`src/rtl/memory_serial_reader.sv`:
```
// ----------------------------------------------------------------------------
// memory_serial_reader
//
// Purpose:
//    A DEPTH x WIDTH bank of storage words with a parallel write port and a
//    bit-serial read port. A read request snapshots one stored word into a
//    shift register and streams it out LSB-first under a valid/ready
//    handshake. The write port is independent of the read machine, so the
//    snapshot is what keeps an in-flight stream immune to later writes.
//
// Ports:
//    clk        in   1      rising-edge clock
//    reset      in   1      asynchronous, active-high reset
//    load_flag  in   1      write enable: load_word -> mem[load_addr]
//    load_addr  in   AW     write address (>= DEPTH is ignored)
//    load_word  in   WIDTH  write data
//    read_req   in   1      start a serial read (accepted only when idle)
//    read_addr  in   AW     read address, sampled when read_req is accepted
//    read_busy  out  1      read in progress (fetch, shift or done phase)
//    outbit_0   out  1      current serial bit, LSB first
//    out_valid  out  1      serial bit presented
//    out_ready  in   1      consumer takes the bit when out_valid & out_ready
//    out_last   out  1      marks the final (MSB) bit of the word
//    read_done  out  1      one-cycle pulse after the last bit is taken
//
// All outputs are registers; no input reaches an output combinationally.
// ----------------------------------------------------------------------------
module memory_serial_reader #(
   parameter int WIDTH = 8,
   parameter int DEPTH = 4,
   parameter int AW    = 2
) (
   input  logic             clk,
   input  logic             reset,
   input  logic             load_flag,
   input  logic [AW-1:0]    load_addr,
   input  logic [WIDTH-1:0] load_word,
   input  logic             read_req,
   input  logic [AW-1:0]    read_addr,
   output logic             read_busy,
   output logic             outbit_0,
   output logic             out_valid,
   input  logic             out_ready,
   output logic             out_last,
   output logic             read_done
);

   localparam int            CW       = $clog2(WIDTH) + 1;
   localparam logic [CW-1:0] LAST_IDX = CW'(WIDTH - 1);

   typedef enum logic [1:0] {
      ST_IDLE  = 2'd0,
      ST_FETCH = 2'd1,
      ST_SHIFT = 2'd2,
      ST_DONE  = 2'd3
   } state_t;

   logic [WIDTH-1:0] mem_r [DEPTH];
   state_t           state_r;
   logic [AW-1:0]    addr_q_r;
   logic [WIDTH-1:0] shreg_r;
   logic [CW-1:0]    count_r;
   logic [WIDTH-1:0] fetch_word_s;
   logic [WIDTH-1:0] shreg_next_s;
   logic [CW-1:0]    count_next_s;

   // Write port: each implemented word decodes its own address, so an
   // address at or beyond DEPTH matches no word and the write is dropped.
   always_ff @(posedge clk or posedge reset) begin
      if (reset) begin
         for (int i = 0; i < DEPTH; i++) begin
            mem_r[i] <= '0;
         end
      end else if (load_flag) begin
         for (int i = 0; i < DEPTH; i++) begin
            if (load_addr == AW'(i)) begin
               mem_r[i] <= load_word;
            end
         end
      end
   end

   // Read mux as an AND-OR tree over the words; an out-of-range latched
   // address selects nothing and yields an all-zero word.
   always_comb begin
      fetch_word_s = '0;
      for (int i = 0; i < DEPTH; i++) begin
         fetch_word_s = fetch_word_s | (mem_r[i] & {WIDTH{addr_q_r == AW'(i)}});
      end
   end

   // Next shift-register contents and bit index for an accepted bit.
   always_comb begin
      shreg_next_s = shreg_r >> 1;
      count_next_s = count_r + CW'(1);
   end

   // Read sequencer with registered outputs. FETCH copies the word from
   // storage using the pre-edge memory contents, so a write landing on the
   // same edge is not part of the snapshot.
   always_ff @(posedge clk or posedge reset) begin
      if (reset) begin
         state_r   <= ST_IDLE;
         addr_q_r  <= '0;
         shreg_r   <= '0;
         count_r   <= '0;
         read_busy <= 1'b0;
         outbit_0  <= 1'b0;
         out_valid <= 1'b0;
         out_last  <= 1'b0;
         read_done <= 1'b0;
      end else begin
         case (state_r)
            ST_IDLE: begin
               read_done <= 1'b0;
               if (read_req) begin
                  addr_q_r  <= read_addr;
                  read_busy <= 1'b1;
                  state_r   <= ST_FETCH;
               end
            end

            ST_FETCH: begin
               shreg_r   <= fetch_word_s;
               count_r   <= '0;
               outbit_0  <= fetch_word_s[0];
               out_last  <= (LAST_IDX == '0);
               out_valid <= 1'b1;
               state_r   <= ST_SHIFT;
            end

            ST_SHIFT: begin
               // out_valid is always high here, so out_ready alone is the
               // handshake. Without it everything holds.
               if (out_ready) begin
                  if (count_r == LAST_IDX) begin
                     // Count stays at WIDTH-1; it is reloaded on the next fetch.
                     out_valid <= 1'b0;
                     out_last  <= 1'b0;
                     outbit_0  <= 1'b0;
                     read_done <= 1'b1;
                     state_r   <= ST_DONE;
                  end else begin
                     shreg_r  <= shreg_next_s;
                     count_r  <= count_next_s;
                     outbit_0 <= shreg_next_s[0];
                     out_last <= (count_next_s == LAST_IDX);
                  end
               end
            end

            ST_DONE: begin
               read_done <= 1'b0;
               read_busy <= 1'b0;
               state_r   <= ST_IDLE;
            end

            default: begin
               state_r   <= ST_IDLE;
               read_busy <= 1'b0;
               outbit_0  <= 1'b0;
               out_valid <= 1'b0;
               out_last  <= 1'b0;
               read_done <= 1'b0;
            end
         endcase
      end
   end

endmodule

```
`config.mk`:
```
export PLATFORM = sky130hd
export DESIGN_NAME = memory_serial_reader
export DESIGN_NICKNAME = d
export VERILOG_FILES = /design/src/rtl/memory_serial_reader.sv
export SDC_FILE = /design/constraint.sdc
export NUM_CORES = 1
export LEC_CHECK = 0
export CAP_MARGIN = 20
export CORE_MARGIN = 10
export CORE_UTILIZATION = 55
export CTS_BUF_LIST = sky130_fd_sc_hd__clkbuf_4 sky130_fd_sc_hd__clkbuf_8
export DETAILED_ROUTE_END_ITERATION = 8
export DONT_BUFFER_PORTS = 1
export PLACE_DENSITY = 0.79
export SLEW_MARGIN = 20
export SYNTH_ARGS = -nofsm -noshare
export SYNTH_HDL_FRONTEND = slang
export SYNTH_SLANG_ARGS = --single-unit
```
`constraint.sdc`:
```
create_clock -name clk -period 4.94 [get_ports clk]
set_input_delay 0.741 -clock clk [delete_from_list [all_inputs] [get_ports clk]]
set_output_delay 0.741 -clock clk [all_outputs]
set_load 0.02 [all_outputs]
```
Word-level counts from Yosys, hierarchy flattened

Cells that the tools add are included.

Add/sub/neg operators: 1
Equality and inequality tests: 15
Mux-type cells: 24
Bitwise operators: 7
Reductions and logical operators: 18

Operators by type and width:

| cell                                                 | count |
|---|---|
| bitwise AND 8 bit                                    | 4 |
| OR 8 bit                                             | 3 |
| 2-to-1 mux 8 bit                                     | 2 |
| one-hot mux 8 bit (2 select lines)                   | 1 |
| AND reduction 2 bit                                  | 7 |
| equality test 2 bit (second input constant)          | 6 |
| AND reduction 3 bit                                  | 4 |
| one-hot mux 1 bit (2 select lines)                   | 5 |
| 2-to-1 mux 1 bit                                     | 9 |
| equality test 4 x 3 -> 1 bit (second input constant) | 2 |
| 2-to-1 mux 4 bit                                     | 2 |
| != test 2 bit (second input constant)                | 4 |
| one-hot mux 2 bit (4 select lines)                   | 1 |
| one-hot mux 4 bit (2 select lines)                   | 1 |
| equality test 2 x 1 -> 1 bit (second input constant) | 3 |
| zero test 2 bit                                      | 3 |
| 2-to-1 mux 2 bit                                     | 3 |
| nonzero test 2 bit                                   | 3 |
| adder 4 x 1 -> 4 bit (second input constant)         | 1 |
| OR reduction 2 bit                                   | 1 |

Flip-flop bits (word level): 53
Output and inout bits: 5
Word-level logic and storage cells: 78

Depth between registers and ports, before layout

Depth in word-level cells: 6
Mapped depth: 7

Least setup slack after synthesis

No wires, ideal clock.

Path type: input port to flip-flop
Start: input load_addr[1]
End: register mem_r[24] in the netlist's numbering
Library setup time: 125 ps
Arrival: 1536 ps
Required time: 4815 ps
Setup slack: 3280 ps
Cell stages on the path: 2
Path buffers: 0
Cells stage by stage: nor3b_2 -> mux2_2

Longest elaborated chain between the ends: 2

RTL lines:

| item                                 | line | source |
|---|---|---|
| start: declaration                   | 36   | `input logic [AW-1:0] load_addr,` |
| zero test 2 bit                      | 76   | `if (load_addr == AW'(i)) begin` |
| AND reduction 2 bit (no source line) | --   |  |
| end signal: indexed assignment       | 77   | `mem_r[i] <= load_word;` |
| end: declaration                     | 58   | `logic [WIDTH-1:0] mem_r [DEPTH];` |

Every way passes these cells.
A chain may end at the register's enable or synchronous reset.

Worst setup path after layout

Start: register state_r[0]
End: register outbit_0

Longest elaborated chain between the ends: 3
Elaborated cells between the ends (all ways): 6
Those cells by class: eq/ne: 3; mux: 1; reduce/logical: 2

RTL lines:

| item                                                                 | line | source |
|---|---|---|
| start: declaration                                                   | 59   | `state_t state_r;` |
| start signal: assignment                                             | 103  | `state_r <= ST_IDLE;` |
| start signal: assignment                                             | 119  | `state_r <= ST_FETCH;` |
| start signal: assignment                                             | 129  | `state_r <= ST_SHIFT;` |
| equality test 2 bit or equality test 2 x 1 -> 1 bit (tied branches)  | 113  | `case (state_r)` |
| != test 2 bit (no source line) or nonzero test 2 bit (tied branches) | --   |  |
| AND reduction 2 bit (no source line)                                 | --   |  |
| end signal: assignment                                               | 126  | `outbit_0 <= fetch_word_s[0];` |
| end signal: assignment                                               | 146  | `outbit_0 <= shreg_next_s[0];` |
| end: declaration                                                     | 41   | `output logic outbit_0,` |

Parallel ways exist; a longest one is shown, timed or not.

==> summary.txt <==
Pwr
  – Post-layout power: 0.001500 W
  – Leak: approximately 1.1 nW
  – Pwr/cell area: approximately 560 nW/um^2
  – Largest vdd supply drop: 323.5 uV

Global route
  – Pin count of the biggest net entering global routing: 53
  – GRT Util Overall: 0.1367
  – Vias in the first global route: 1665
  – Global-route wire length before repair: 8197 microns
  – Grt total ovfl: 0
  – Initial antenna violation count: 0

Synth
  – Register area share after synthesis: 0.5263
  – Cells after synthesis: 187
  – Syn_nets: 211
  – Synth warnings: 0
  – Distinct cells, synth: 34
  – Synthesized area: 2472 sq um
  – Avg Cell Area, Syn: approximately 13 sq um
  – FF+latch count, synth: 52

Final layout
  – Nets: 211
  – Diode count: 0
  – Layout fillers: 342
  – Share of cells above drive strength 1: 0.2500
  – Area growth syn-to-layout: 7.439%

Status
  – Outcome: finished clean

Timing
  – Max transition margin: 0.4219
  – Clock Skews: 5.156 ps
  – Final Max Slew Viols: 0
  – Fmax: 497.4 MHz
  – Worst-Margin Slew: 866.2 ps
  – Fin crit share: 0.4070
  – Fin crit period: 2011 ps
  – # setup viols final: 0
  – Fin worst setup slack: 2929 ps
  – Final Hold Fails: 0
  – RSZ-0062 raised after global routing: no
  – Worst hold slack: approximately 460 ps
  – Setup TNS Final: 0 ps

Worst setup path
  – R2r setup slk: approximately 3000 ps
  – Critical path fanouts, max: 16
  – Crit path required time: around 5100 ps
  – Worst Setup Start Kind: flop
  – Critical Path Sink Type: flop
  – Critical path arrival: about 2200 ps
  – Kind of critical path: flop to flop

Routing
  – DR WL/cell: 19.73 microns
  – Total number of vias: roughly 1500
  – Post-route ant nets: 0
  – Routed wire length: 4735 microns
  – TritonRoute pass-1 iters: 4
  – DR DRC count: 0
  – Initial DRC count: a little under 60
  – Vias per std cell: just over 6

Floorplan
  – Ports: 22
  – Core area: ~4400 sq um
  – Die H: roughly 87 microns
  – Row count: 24
  – Initial Util: 0.5678
  – Die area: 7577 sq um
  – Die X: 87.05 microns

Placement
  – DP Worst Slack: 2939 ps
  – PortBufs: 0
  – Final GP Congestion: 0.8881
  – DP HPWL: roughly 3300 microns

Clock network
  – Setup Buffers After CTS: 0
  – Clock transition at path regs: 90 ps
  – Htree depth: 2
  – Clk Tree Root Cell: clkbuf_8
  – # hold bufs at CTS: 0
  – Num CTS Buffers: 5
  – CTS tree: done
  – Clock Latency Late Sink: 300 ps
  – Clk buf depth: 2
  – CTS resizes: 0
  – Clock sinks: 52

Hold path
  – Hold Crit Class: input port to async pin

Flow run
  – MaxCap Viol Count: 0
-- synth_stat cells --
cell | number | area, sq um
nor2_1 | 3 | 11.26
a31oi_1 | 6 | 37.54
a22o_1 | 1 | 8.760
dfrtp_1 | 52 | 1301
nand3_1 | 5 | 25.02
mux4_2 | 1 | 22.52
nand3b_1 | 3 | 22.52
buf_4 | 1 | 7.510
xor2_1 | 1 | 8.760
and2_1 | 1 | 6.260
nor2b_1 | 2 | 12.51
o21ai_0 | 5 | 25.02
inv_1 | 7 | 26.28
mux4_1 | 7 | 183.9
a32o_1 | 2 | 20.02
buf_2 | 3 | 15.01
a21oi_1 | 5 | 25.02
nand2_1 | 19 | 71.32
mux2_2 | 35 | 394.1
o211ai_1 | 1 | 7.510
nor3b_2 | 1 | 12.51
xnor2_1 | 1 | 8.760
o32a_1 | 1 | 10.01
buf_6 | 1 | 11.26
clkinv_1 | 1 | 3.750
a211oi_1 | 6 | 45.04
o22ai_1 | 2 | 12.51
o22ai_2 | 1 | 12.51
and3b_1 | 1 | 8.760
nor3_1 | 1 | 5.000
nand4b_1 | 1 | 8.760
clkbuf_1 | 2 | 7.510
ha_1 | 7 | 87.58
and3_1 | 1 | 6.260
-- flip-flops by register name, summed over array words and instances (netlist names) --
register	flops
read_done	1
mem_r	32
addr_q_r	2
out_last	1
read_busy	1
out_valid	1
shreg_r	7
outbit_0	1
state_r	2
count_r	4
-- path summary, 6_finish.rpt --
kind                                to  startpoint  depth (start not counted)
setup / recovery              outbit_0  state_r[0]                          5
hold / removal             addr_q_r[0]       reset                          1
setup reg to reg              outbit_0  state_r[0]                          5
hold reg to reg              mem_r[25]   mem_r[25]                          1
max in group asynchronous     mem_r[6]       reset                          1
min in group clk             mem_r[25]   mem_r[25]                          1
-- layout make-up --
| class | count | area (sq um) | share of cell area |
|---|---|---|---|
| Clock inverter | 3 | 90.09 | 0.03391 |
| Clock buffer | 5 | 68.82 | 0.02591 |
| Inverter | 8 | 31.28 | 0.01178 |
| Tap cell | 52 | 65.06 | 0.02449 |
| Sequential cell | 52 | 1301 | 0.4899 |
| Multi-Input combinational cell | 120 | 1100 | 0.4140 |
-- critical path, stage by stage (launching register included) --
cell and delay (ps):
dfrtp_1 420, inv_1 110, ha_1 500, clkinv_1 390, a32o_1 310, a22o_1 170
-- logic make-up after synthesis --
kind of cell,after synthesis,share of synthesized area
flops,52,0.5263
fa+ha+maj,7,0.03542
xor+xnor,2,0.007086
compound gates,30,0.08249
simple gates,38,0.07692
buf+inv,15,0.02885
mux,43,0.2429
-- report_power, final --
part           internal (W)  switching, W
clock network      0.000253      0.000138
registers          0.000542      0.000113
logic              0.000231      0.000222
total               0.00103      0.000473
-- per-layer routing --
| metal | track usage | wire (microns) |
|---|---|---|
| met2 | 0.2452 | 2409 |
| met3 | 0.05056 | 263 |
| met5 | 0 | 0 |
| met4 | 0.04713 | 87 |
| met1 | 0.1421 | 1974 |
-- placed cells by master, fill, tap and decap left out, types with 2 or more instances in the layout --
cell | netlist | routed
o22ai_1 | 2 | 2
nor2_1 | 3 | 3
ha_1 | 7 | 7
o21ai_0 | 5 | 5
mux2_2 | 35 | 35
nor2b_1 | 2 | 2
dfrtp_1 | 52 | 52
nand2_1 | 19 | 19
a21oi_1 | 5 | 5
clkbuf_8 | 0 | 5
inv_1 | 7 | 6
a31oi_1 | 6 | 6
mux4_1 | 7 | 7
a211oi_1 | 6 | 6
nand3b_1 | 3 | 3
bufinv_16 | 0 | 3
nand3_1 | 5 | 5
a32o_1 | 2 | 2
-- metrics by stage --
step	std cells	util	area [sq um]
after floorplan	187	-	2472
after global placement	232	0.5733	2496
after detailed placement	232	0.5733	2496
after CTS	240	0.6098	2655
after global routing	240	0.6101	2656
final	240	0.6101	2656
(Power assumes the default switching activity.)
